File: config.mk
export PLATFORM = sky130hd
export DESIGN_NAME = recov_clk_mon_sel
export DESIGN_NICKNAME = d
export VERILOG_FILES = /design/src/rtl/recov_clk_mon_sel.sv
export SDC_FILE = /design/constraint.sdc
export NUM_CORES = 1
export LEC_CHECK = 0
export CORE_UTILIZATION = 55
export CTS_CLUSTER_DIAMETER = 40
export DETAILED_ROUTE_END_ITERATION = 8
export PLACE_DENSITY = 0.86
export SLEW_MARGIN = 20
export SYNTH_ARGS = -nofsm -noshare
export SYNTH_HDL_FRONTEND = slang
export SYNTH_SLANG_ARGS = --single-unit
File: constraint.sdc
create_clock -name aclk -period 7.35 [get_ports aclk]
set_input_delay 1.1025 -clock aclk [delete_from_list [all_inputs] [get_ports aclk]]
set_output_delay 1.1025 -clock aclk [all_outputs]
set_load 0.02 [all_outputs]
File: src/rtl/recov_clk_mon_sel.sv
// Recovered-clock monitor and selector.
// Each channel's divided recovered-clock toggle is synchronised and its edges are counted
// over a fixed gate window. A channel that stays within tolerance for enough consecutive
// windows counts as locked. The selector then picks one locked channel, either automatically
// with non-preemptive failover or through a manual override.
//
// state      | meaning
// -----------+---------------------------------------------------------------
// ST_IDLE    | automatic mode, no valid selection; sel_ch holds its last value
// ST_TRACK   | automatic mode, holding a locked channel until it unlocks
// ST_MANUAL  | man_en high, sel_ch follows man_sel
module recov_clk_mon_sel #(
  parameter int NUM_CHANNEL  = 4,
  parameter int CNT_W        = 16,
  parameter int GATE_CYCLES  = 30000,
  parameter int LOCK_WINDOWS = 4,
  localparam int SEL_W = (NUM_CHANNEL > 1) ? $clog2(NUM_CHANNEL) : 1
) (
  input  logic                         aclk,
  input  logic                         areset,
  input  logic [NUM_CHANNEL-1:0]       ch_toggle,
  input  logic [CNT_W-1:0]             cfg_expect,
  input  logic [CNT_W-1:0]             cfg_tol,
  input  logic                         man_en,
  input  logic [SEL_W-1:0]             man_sel,
  output logic [NUM_CHANNEL*CNT_W-1:0] ch_count,
  output logic [NUM_CHANNEL-1:0]       ch_locked,
  output logic                         count_valid,
  output logic [SEL_W-1:0]             sel_ch,
  output logic                         sel_valid,
  output logic                         sel_switch
);

  localparam int GATE_W = $clog2(GATE_CYCLES);
  localparam int GOOD_W = $clog2(LOCK_WINDOWS + 1);
  localparam int PAD_N  = 1 << SEL_W;

  localparam logic [1:0] ST_IDLE   = 2'd0;
  localparam logic [1:0] ST_TRACK  = 2'd1;
  localparam logic [1:0] ST_MANUAL = 2'd2;

  logic [NUM_CHANNEL-1:0] sync_s0, sync_s1, sync_s2;
  logic [NUM_CHANNEL-1:0] edge_det;
  logic [GATE_W-1:0]      gate_cnt;
  logic                   gate_tc;
  logic [CNT_W-1:0]       edge_cnt  [NUM_CHANNEL];
  logic [CNT_W-1:0]       cnt_final [NUM_CHANNEL];
  logic [CNT_W:0]         deviation [NUM_CHANNEL];
  logic [GOOD_W-1:0]      good_cnt  [NUM_CHANNEL];
  logic [GOOD_W-1:0]      good_next [NUM_CHANNEL];

  logic [1:0]       state, nxt_state;
  logic [SEL_W-1:0] nxt_sel, lowest_sel;
  logic             nxt_valid, any_locked;
  logic [PAD_N-1:0] locked_pad;

  assign edge_det = sync_s1 ^ sync_s2;
  assign gate_tc  = (gate_cnt == GATE_W'(GATE_CYCLES - 1));

  // Three-flop synchroniser for the asynchronous toggles
  always_ff @(posedge aclk) begin
    if (areset) begin
      sync_s0 <= '0;
      sync_s1 <= '0;
      sync_s2 <= '0;
    end else begin
      sync_s0 <= ch_toggle;
      sync_s1 <= sync_s0;
      sync_s2 <= sync_s1;
    end
  end

  // Free-running gate counter defining the measurement window
  always_ff @(posedge aclk) begin
    if (areset)       gate_cnt <= '0;
    else if (gate_tc) gate_cnt <= '0;
    else              gate_cnt <= gate_cnt + 1'b1;
  end

  // Saturating count including this cycle's edge, and the window quality verdict
  always_comb begin
    for (int i = 0; i < NUM_CHANNEL; i++) begin
      cnt_final[i] = (edge_det[i] && (edge_cnt[i] != '1)) ? edge_cnt[i] + 1'b1 : edge_cnt[i];
      // one extra bit keeps the absolute difference free of wrap
      if (cnt_final[i] >= cfg_expect)
        deviation[i] = {1'b0, cnt_final[i]} - {1'b0, cfg_expect};
      else
        deviation[i] = {1'b0, cfg_expect} - {1'b0, cnt_final[i]};
      if (deviation[i] <= {1'b0, cfg_tol})
        good_next[i] = (good_cnt[i] == GOOD_W'(LOCK_WINDOWS)) ? good_cnt[i] : good_cnt[i] + 1'b1;
      else
        good_next[i] = '0;
    end
  end

  // Per-channel edge counters, cleared at the end of every window
  always_ff @(posedge aclk) begin
    for (int i = 0; i < NUM_CHANNEL; i++) begin
      if (areset || gate_tc) edge_cnt[i] <= '0;
      else                   edge_cnt[i] <= cnt_final[i];
    end
  end

  // Window results, lock qualification and the count_valid strobe
  always_ff @(posedge aclk) begin
    if (areset) begin
      ch_count    <= '0;
      ch_locked   <= '0;
      count_valid <= 1'b0;
      for (int i = 0; i < NUM_CHANNEL; i++) good_cnt[i] <= '0;
    end else begin
      count_valid <= gate_tc;
      if (gate_tc) begin
        for (int i = 0; i < NUM_CHANNEL; i++) begin
          ch_count[i*CNT_W +: CNT_W] <= cnt_final[i];
          good_cnt[i]  <= good_next[i];
          ch_locked[i] <= (good_next[i] == GOOD_W'(LOCK_WINDOWS));
        end
      end
    end
  end

  // Next selection; locked_pad is zero above NUM_CHANNEL so out-of-range indices read unlocked
  always_comb begin
    locked_pad = '0;
    locked_pad[NUM_CHANNEL-1:0] = ch_locked;
    any_locked = |ch_locked;
    lowest_sel = '0;
    for (int i = NUM_CHANNEL - 1; i >= 0; i--) begin
      if (ch_locked[i]) lowest_sel = SEL_W'(i);
    end
    nxt_state = state;
    nxt_sel   = sel_ch;
    nxt_valid = sel_valid;
    if (man_en) begin
      nxt_state = ST_MANUAL;
      nxt_sel   = man_sel;
      nxt_valid = locked_pad[man_sel];
    end else begin
      case (state)
        ST_MANUAL: begin
          nxt_state = locked_pad[sel_ch] ? ST_TRACK : ST_IDLE;
          nxt_valid = locked_pad[sel_ch];
        end
        ST_TRACK: begin
          if (!locked_pad[sel_ch]) begin
            if (any_locked) begin
              nxt_sel   = lowest_sel;
              nxt_valid = 1'b1;
            end else begin
              nxt_state = ST_IDLE;
              nxt_valid = 1'b0;
            end
          end
        end
        default: begin
          nxt_valid = any_locked;
          if (any_locked) begin
            nxt_state = ST_TRACK;
            nxt_sel   = lowest_sel;
          end
        end
      endcase
    end
  end

  // Registered selector outputs and switch strobe
  always_ff @(posedge aclk) begin
    if (areset) begin
      state      <= ST_IDLE;
      sel_ch     <= '0;
      sel_valid  <= 1'b0;
      sel_switch <= 1'b0;
    end else begin
      state      <= nxt_state;
      sel_ch     <= nxt_sel;
      sel_valid  <= nxt_valid;
      sel_switch <= (nxt_sel != sel_ch) || (nxt_valid && !sel_valid);
    end
  end

endmodule
# Yosys cells after proc, flatten, opt, wreduce, memory -nomap -nowiden

Memories as Yosys holds them, arrays and structs flattened.
Cells that the tools add are included.

Memories kept: 2
Word-level logic and storage cells: 139
Input bits: 41
Output and inout port bits: 73
RAM bits: 76
Flip-flop bits (word level): 102

Memories:

| name     | depth | bits a word | read ports | clocked after memory_dff | write ports | RTL line | source |
|---|---|---|---|---|---|---|---|
| edge_cnt | 4     | 16          | 4          | 0                        | 4           | 46       | `logic [CNT_W-1:0] edge_cnt [NUM_CHANNEL];` |
| good_cnt | 4     | 3           | 4          | 0                        | 4           | 49       | `logic [GOOD_W-1:0] good_cnt [NUM_CHANNEL];` |

Eq/ne operators: 20
Reductions and logical operators: 15
$add $sub $neg: 17
Bitwise operators: 9
Muxes and demuxes: 54
Order comparisons: 10

Operators by type and width:

| operator                | count |
|---|---|
| $sub A16 B16 Y17        | 8 |
| $mux W16                | 8 |
| $le A17 B16 Y1          | 4 |
| $mux W17                | 4 |
| $add A16 B1 Y16 const B | 4 |
| $ge A16 B16 Y1          | 4 |
| $ne A16 B16 Y1 const B  | 4 |
| $mux W3                 | 12 |
| $eq A3 B3 Y1 const B    | 8 |
| $mux W2                 | 11 |
| $add A15 B1 Y15 const B | 1 |
| $eq A15 B15 Y1 const B  | 1 |
| $mux W1                 | 14 |
| $add A3 B1 Y3 const B   | 4 |
| $or A1 B1 Y1            | 8 |
| $pmux W2 S2             | 2 |
| $lt A2 B3 Y1 const B    | 2 |
| $ne A3 B3 Y1 const B    | 2 |
| $reduce_and A3 Y1       | 2 |
| $logic_and A1 B1 Y1     | 5 |
| $bmux W1 S2             | 2 |
| $ne A2 B2 Y1 const B    | 2 |
| $reduce_bool A4 Y1      | 1 |
| $reduce_or A2 Y1        | 2 |
| 9 further kinds         | 10 |

# Longest topological paths before layout

Gate-level depths: netlist of run 1.

Depth after elaboration: 10
Gate-level depth with buffers: 31
Gate-level depth less buffers: 28

# Least setup slack after synthesis of run 1

OpenSTA, ideal clock, no wires.

Path type: reg2reg
Start point: memory edge_cnt[3][7]
End point: register ch_locked[3]
Buffers on the path: 4
Slack: 0.975 ns
Setup time: 0.074 ns
Cell stages (with the launch flop): 31
Arrival time: 6.300 ns
Data required time: 7.276 ns
Period minus slack after synthesis: 6.375 ns
Path through: dfxtp_1 and3_1 nand3_1 nor2_1 a41oi_2 and4_1 clkbuf_1 nand3_1 xor2_1 inv_1 ha_1 clkbuf_1 o21ai_0 nor2_1 or4b_1 a31oi_1 a21boi_4 clkbuf_8 buf_2 mux2i_1 xor2_1 ha_1 a21o_1 a21o_1 a21oi_1 o211ai_1 a221o_1 a221oi_1 a21oi_1 or4_1 o21ai_0

RTL lines:

| item                           | RTL line | source |
|---|---|---|
| start: declaration             | 46       |  |
| end signal: indexed assignment | 117      | `ch_locked[i] <= (good_next[i] == GOOD_W'(LOCK_WINDOWS));` |
| end: declaration               | 27       | `output logic [NUM_CHANNEL-1:0] ch_locked,` |

==> results by group, run 1 <==
Setup path
  • Crit Path Max Fanout: 9
  • Reg-to-reg setup timing slack: 0.38 ns
  • Data required time of the worst path: 7.73 ns
  • WP data arrival: 7.35 ns
  • Critical register-to-register path startpoint: edge_cnt[3][7]
  • Crit path from: edge_cnt[3][7]
  • Endpoint of the most critical register-to-register path: ch_locked[3]
  • Path type of the worst setup path: reg2reg
  • End point of the critical path: ch_locked[3]
  • Kind of end point of the critical path: register
  • Reg2reg path depth: 27
  • Type of origin of the critical path: register

Power and ir drop
  • Power Dens Cells: 144 nW/um2
  • Relative contribution of sequential cells to total power: 40.6%
  • Combinational group share of total power: 21.9%
  • Static Leak: 0.00776 uW
  • Switching fraction of total power: 32.6%
  • Switching power summed over all nets: 799 uW
  • Clock network power share: 37.5%
  • Cell internal pwr: 1650 uW
  • Worst supply voltage drop on vdd: 0.144 mV

GRT
  • Total routing usage reported by global routing: 34.0%
  • Remaining Overflow, GRT: 0
  • Via count of the first global-routing pass: 13600
  • Initial antenna violation count: 0
  • Global-route wire length before repair: 73500 um
  • Maximum number of pins on one net before global-route repair: 70

STA
  • Worst slew margin: 38.6%
  • Fin crit period: 6.97 ns
  • Final setup fails: 0
  • Max-slew violations: 0
  • Post-route clock period utilization: 94.9%
  • Unrepaired setup endpoints after global routing: no
  • Hold violation total from the final report: 0
  • Slew at the pin with the worst max-slew slack: 0.897 ns
  • Maximum clock rate: 143 MHz
  • Aggregate negative setup slack: 0 ns
  • Final Skew: 0.0120 ns
  • Setup WS post-layout: 0.377 ns

Floorplan
  • Floorplan die area: 27600 um2
  • Initial Util: 56.5%
  • CORE AREA: 26200 um2
  • Width of the die: 166 um
  • Std cell rows: 59
  • Height of the die: 166 um
  • Top-level I/O count: 114

Min path
  • Hold path depth: 1
  • Type of the worst min-delay path: reg2reg

Detailed routing
  • M1 wire length: 19400 um
  • Vias: 14000
  • Detail-routed via count per cell: 6.13
  • DRC violation count after routing: 7
  • WL per Instance: 20.5 um
  • Residual antenna-violating net count after detailed routing: 0
  • Routed length on met2: 20900 um
  • DRC violation total after the first TritonRoute iteration: 1386
  • Top routing layer in use: met4
  • Total wire length after detailed routing: 46900 um
  • Routed length on met3: 3890 um
  • Number of detailed-routing iterations run before antenna repair: 9

CTS
  • TritonCTS clock tree: done
  • H-Tree Depth: 4
  • Total clock buffers created by CTS: 17
  • Cell at the root of the clock tree: clkbuf_16
  • # Post-CTS Setup Buffers: 0
  • TritonCTS sink count: 178
  • Clock slew at the register clock pins of the worst setup and hold paths: 0.08 ns
  • Clk buf depth: 2
  • Clk Latency, worst-skew pair: 0.45 ns

Logic synthesis
  • Share of Yosys cell area claimed by the top area cell type: 22.4%
  • Netlist Area Pre-Place: 14800 um2
  • Register area share after synthesis: 24.9%
  • Number of warnings issued by yosys: 0
  • Largest area contributor in the synthesized netlist: dfxtp_1
  • Top flip-flop cell by instance count after synthesis: dfxtp_1
  • Syn Area/Cell: 8.09 um2
  • Share of synthesized flip-flops with an asynchronous set or reset: 0%
  • Count of cell types in the netlist: 75
  • Synthesized Nets: 2090
  • Post-synthesis sequential element count: 178
  • Post-synthesis instance total: 1830
  • Number of enable-type register cells in the synthesized netlist: 12
  • Top cells by area, synth: dfxtp_1 (22%), ha_1 (18%), nor2_1 (5.6%)

Place
  • Placer Congestion: 1.05
  • Setup WS pre-CTS: 0.253 ns
  • I/O Buffers: 113
  • Post-detailed-placement half-perimeter wirelength: 35900 um
  • Area after detailed placement: 16500 um2

Final layout
  • Fraction of layout instances using a drive strength above 1: 6.24%
  • Final core utilization: 65.1%
  • Ant diodes: 0
  • Layout overhead on the synthesized area: 15.2%
  • Final non-filler cell area: 17100 um2
  • Post-layout net count: 2202

Run
  • Maximum capacitance violations: 0

Status
  • Failing checks: DRC
  • Run status: complete, but fails checks
stage by stage:
stage | std cells | hold slack, ns | power (uW)
2_1_floorplan | 1830 | 0.413 | 1370
3_3_place_gp | 2258 | 0.420 | 1520
3_5_place_dp | 2258 | 0.434 | 1540
4_1_cts | 2290 | 0.453 | 2440
5_1_grt | 2290 | 0.465 | 2540
6_report | 2290 | 0.448 | 2450
worst min-delay path by stage:
stage                     slack [ns]         from     endpoint
final                           0.45   sync_s0[0]   sync_s1[0]
after global routing            0.46   sync_s0[0]   sync_s1[0]
after CTS                       0.45  gate_cnt[0]  gate_cnt[0]
after detailed placement        0.43   sync_s0[0]   sync_s1[0]
after global placement          0.42   sync_s0[0]   sync_s1[0]
after floorplan                 0.41  gate_cnt[0]  gate_cnt[0]
power by group through the flow:
stage / clock (uW) / combinational, uW / sequential [uW]
after floorplan: 0 / 350 / 1020
after global placement: 0 / 505 / 1020
after detailed placement: 0 / 519 / 1020
after CTS: 922 / 522 / 994
after global routing: 962 / 586 / 996
final: 920 / 537 / 994
cells in the mapped netlist (8+ instances only):
cell / instances
nor2_1: 222
ha_1: 211
dfxtp_1: 166
inv_1: 153
a21oi_1: 116
nand2_1: 89
o21ai_0: 80
a211oi_1: 77
xnor2_1: 70
clkbuf_1: 67
xor2_1: 67
a21o_1: 62
nor2b_1: 45
nand3_1: 42
mux2i_1: 40
nand4_1: 38
nor3_1: 33
and3_1: 28
a31oi_1: 18
o21a_1: 15
and4_1: 12
edfxtp_1: 12
nand2b_1: 12
o21bai_1: 12
a221oi_1: 10
o211ai_1: 9
fa_1: 8
mux2_2: 8
nor4_1: 8
layout by cell type (no fill, tap or decap), types with 45 or more instances in the layout:
| cell type | synthesis | final |
|---|---|---|
| a211oi_1 | 77 | 77 |
| a21o_1 | 62 | 62 |
| a21oi_1 | 116 | 115 |
| buf_4 | 2 | 61 |
| clkdlybuf4s50_1 | 0 | 112 |
| dfxtp_1 | 166 | 166 |
| ha_1 | 211 | 211 |
| inv_1 | 153 | 153 |
| nand2_1 | 89 | 89 |
| nor2_1 | 222 | 222 |
| nor2b_1 | 45 | 45 |
| o21ai_0 | 80 | 80 |
| xnor2_1 | 70 | 69 |
| xor2_1 | 67 | 67 |
layer usage:
metal / GRT usage (%) / vias to the layer above
li1: - / 6639
met1: 42.9 / 6601
met2: 54.3 / 643
met3: 5.93 / 145
met4: 20.3 / 0
met5: 0 / -
critical path, cell delays in order, from the launching register on:
cell and delay [ns]:
dfxtp_1 0.33, and3_1 0.21, nand3_1 0.15, nor2_1 0.07, a41oi_2 0.47, and4_1 0.42
nand3_1 0.13, xor2_1 0.33, inv_1 0.08, ha_1 0.41, o21ai_0 0.20, nor2_1 0.08
or4b_1 0.50, a31oi_1 0.31, a21boi_4 0.43, buf_4 0.23, nand3b_1 0.08, o31a_1 0.12
xor2_1 0.14, ha_1 0.31, a21o_1 0.17, a21oi_1 0.18, o211ai_1 0.13, a221o_1 0.37
a221oi_1 0.25, a21oi_1 0.13, or4_1 0.50, o21ai_0 0.15
registers in the layout, indices dropped and copies added, names as in the netlist:
name,count
ch_locked,4
edge_cnt,64
sel_switch,1
state,2
gate_cnt,15
sync_s2,4
sel_valid,1
good_cnt,12
count_valid,1
sel_ch,2
sync_s1,4
sync_s0,4
ch_count,64
cell families (layout without fill, tap and decap cells):
kind of cell,Yosys count,after routing,synth area share (%)
AOI/OAI and AO/OA,451,451,20.1
xor gates and xnor gates,137,137,8.10
adders and majority gates,219,219,18.9
buffers and inverters,235,360,6.15
DFF,178,178,24.9
muxes,51,51,3.71
and+or+nand+nor,559,559,18.2
cell type report:
cell class	instances	area, um2
Clock inverter	15	140
Multi-Input combinational cell	1417	10200
Sequential cell	178	3680
Clock buffer	17	425
Tap cell	335	419
Inverter	154	578
Fill cell	2198	9150
Timing Repair Buffer	174	1580
repair_timing:
item,in CTS,in global routing
hold buffers,0,0
gates resized for setup,0,1
setup endpoints to repair,0,3
hold endpoints to repair,0,0
Power figures use the tool's default switching activity.
==> run 2, diff against run 1 <==
PLACE_DENSITY = 0.76   (was 0.86)
==> run 2 against run 1 <==
  * The run still ends with DRC left
  * Largest cell class unchanged
  * Sequential power is essentially flat
  * Sequential share of layout area shrank 0.060 points
  * Cell count about the same
  * First-iteration DRC count fell by 2.4%
  * Worst hold slack worse by 0.0020 ns
  * Non-clock buffer count increased by 1
  * Design area rose by 0.28%
  * Wire length decreased by 3.5%
==> results by group, run 2 (synthesized netlist as in run 1, its figures left out) <==
Status
  • Run status: complete, but fails checks
  • Failing checks: DRC

CTS
  • Total clock buffers created by CTS: 17 (unchanged)
  • TritonCTS sink count: 178 (unchanged)
  • Post-cts resize count: 0 (unchanged)
  • Hold buffer count at cts: 0 (unchanged)
  • Clock slew at the register clock pins of the worst setup and hold paths: 0.08 ns (about the same)
  • Clk Latency, worst-skew pair: 0.45 ns (about the same)
  • # Post-CTS Setup Buffers: 0 (unchanged)
  • TritonCTS clock tree: done
  • Clk buf depth: 2 (unchanged)
  • Cell at the root of the clock tree: clkbuf_16
  • H-Tree Depth: 4 (unchanged)

STA
  • Max-slew violations: 0 (unchanged)
  • Maximum clock rate: 148 MHz (+3.3%)
  • Worst Hold Slack: 0.446 ns (-0.00200 ns)
  • Final Skew: 0.0263 ns (+0.0143 ns)
  • Aggregate negative setup slack: 0 ns (unchanged)
  • Worst slew margin: 36.7% (-1.9 points)
  • Final setup fails: 0 (unchanged)
  • Slew at the pin with the worst max-slew slack: 0.949 ns (+0.0516 ns)
  • Hold violation total from the final report: 0 (unchanged)
  • Fin crit period: 6.75 ns (-0.224 ns)
  • Post-route clock period utilization: 91.8% (-3.0 points)
  • Unrepaired setup endpoints after global routing: no

Place
  • Placer Congestion: 1.04 (-1.6%)
  • Post-detailed-placement half-perimeter wirelength: 34100 um (-5.0%)
  • I/O Buffers: 113 (unchanged)
  • Area after detailed placement: 16500 um2 (about the same)

Floorplan
  • Std cell rows: 59 (unchanged)
  • Height of the die: 166 um (unchanged)
  • Top-level I/O count: 114 (unchanged)
  • Initial Util: 56.5% (unchanged)
  • Width of the die: 166 um (unchanged)
  • Floorplan die area: 27600 um2 (unchanged)
  • CORE AREA: 26200 um2 (unchanged)

Run
  • Maximum capacitance violations: 0 (unchanged)

Setup path
  • CP max-delay cell: or4b_1
  • Top cell by count, worst path: o21ai_0
  • Path type of the worst setup path: reg2reg
  • Worst stage delay on the critical path: 0.50 ns (about the same)
  • Kind of end point of the critical path: register
  • Data required time of the worst path: 7.71 ns (-0.02 ns)
  • Type of origin of the critical path: register
  • Reg-to-reg setup timing slack: 0.60 ns (+0.22 ns)
  • Crit Path Max Fanout: 9 (unchanged)
  • WP data arrival: 7.11 ns (-0.24 ns)

GRT
  • Initial antenna violation count: 0 (unchanged)
  • Global-route wire length before repair: 70800 um (-3.7%)
  • Total routing usage reported by global routing: 32.6% (-1.3 points)
  • Remaining Overflow, GRT: 0 (unchanged)
  • Via count of the first global-routing pass: 13000 (-4.2%)
  • Maximum number of pins on one net before global-route repair: 84 (+20%)

Final layout
  • Final non-filler cell area: 17100 um2 (+0.28%)
  • Fraction of layout instances using a drive strength above 1: 6.24% (about the same)
  • Most common cell after layout, fill and taps aside: nor2_1
  • Ant diodes: 0 (unchanged)
  • Most used cells in the layout excluding fill and tap cells: nor2_1 (222), ha_1 (211), dfxtp_1 (166)
  • Post-layout net count: 2203 (+0.045%)
  • Layout overhead on the synthesized area: 15.5%
  • Largest registers ranked by flip-flop count: ch_count x64, edge_cnt x64, gate_cnt x15

Power and ir drop
  • Power Dens Cells: 144 nW/um2 (about the same)
  • Static Leak: 0.00778 uW (+0.33%)
  • Worst supply voltage drop on vdd: 0.134 mV (-6.9%)

Detailed routing
  • DRC violation total after the first TritonRoute iteration: 1353 (-2.4%)
  • Number of detailed-routing iterations run before antenna repair: 9 (unchanged)
  • WL per Instance: 19.7 um (-3.6%)
  • Total wire length after detailed routing: 45200 um (-3.5%)
  • DRC violation count after routing: 10 (+3)
  • Residual antenna-violating net count after detailed routing: 0 (unchanged)
  • Detail-routed via count per cell: 6.00 (-2.0%)
  • Vias: 13800 (-2.0%)

Min path
  • Type of the worst min-delay path: reg2reg
[run 2: cell count changes in the layout (fill, tap and decap cells not counted), sizes merged]
cell and change:
clkbuf +1, clkinv +2, buf +1, clkinvlp -1
inv -2
[run 2: critical path: cells and delay by family, from the launching register on]
kind,cells,cell delay [ns]
AO/OA/AOI/OAI,10,2.39
XOR/XNOR,2,0.59
adder cells (fa/ha/maj),2,0.70
buffers and inverters,3,0.33
flip-flops,1,0.33
multiplexers,1,0.19
AND/OR/NAND/NOR,9,2.14
[run 2: power by group]
part / internal, uW / switching, uW / leakage [uW]
Combinational: 219 / 316 / 0.00602
Clock: 466 / 464 / 0.000294
Sequential: 984 / 9.35 / 0.00146
Total: 1670 / 790 / 0.00778
[run 2: worst paths after layout]
path,start,to,cells after the start
setup / recovery,edge_cnt[3][7],ch_locked[3],27
hold / removal,sync_s0[1],sync_s1[1],1
setup reg to reg,edge_cnt[3][7],ch_locked[3],27
hold reg to reg,sync_s0[1],sync_s1[1],1
[run 2: layer usage]
layer | up-vias | share of wire [%] | GRT usage (%)
met3 | 111 | 7.7 | 5.62
met1 | 6417 | 43 | 42.5
met2 | 563 | 44 | 51.8
li1 | 6663 | - | -
met4 | 0 | 5.1 | 17.1
met5 | - | 0 | 0
[run 2: final cells by class]
class | count | area, um2
Clock inverter | 14 | 161
Fill cell | 2223 | 9100
Sequential cell | 178 | 3680
Timing Repair Buffer | 175 | 1600
Tap cell | 335 | 419
Multi-Input combinational cell | 1417 | 10200
Inverter | 154 | 578
Clock buffer | 18 | 439
[run 2: per-stage QoR]
step | setup WS [ns] | total power [uW] | instances | utilization (%)
after detailed placement | 0.292 | 1530 | 2256 | 62.9
after global placement | 0.301 | 1530 | 2256 | 62.9
after global routing | 0.0538 | 2560 | 2291 | 65.3
after CTS | 0.550 | 2470 | 2288 | 65.2
final | 0.601 | 2460 | 2291 | 65.3
after floorplan | 0.975 | 1370 | 1830 | -
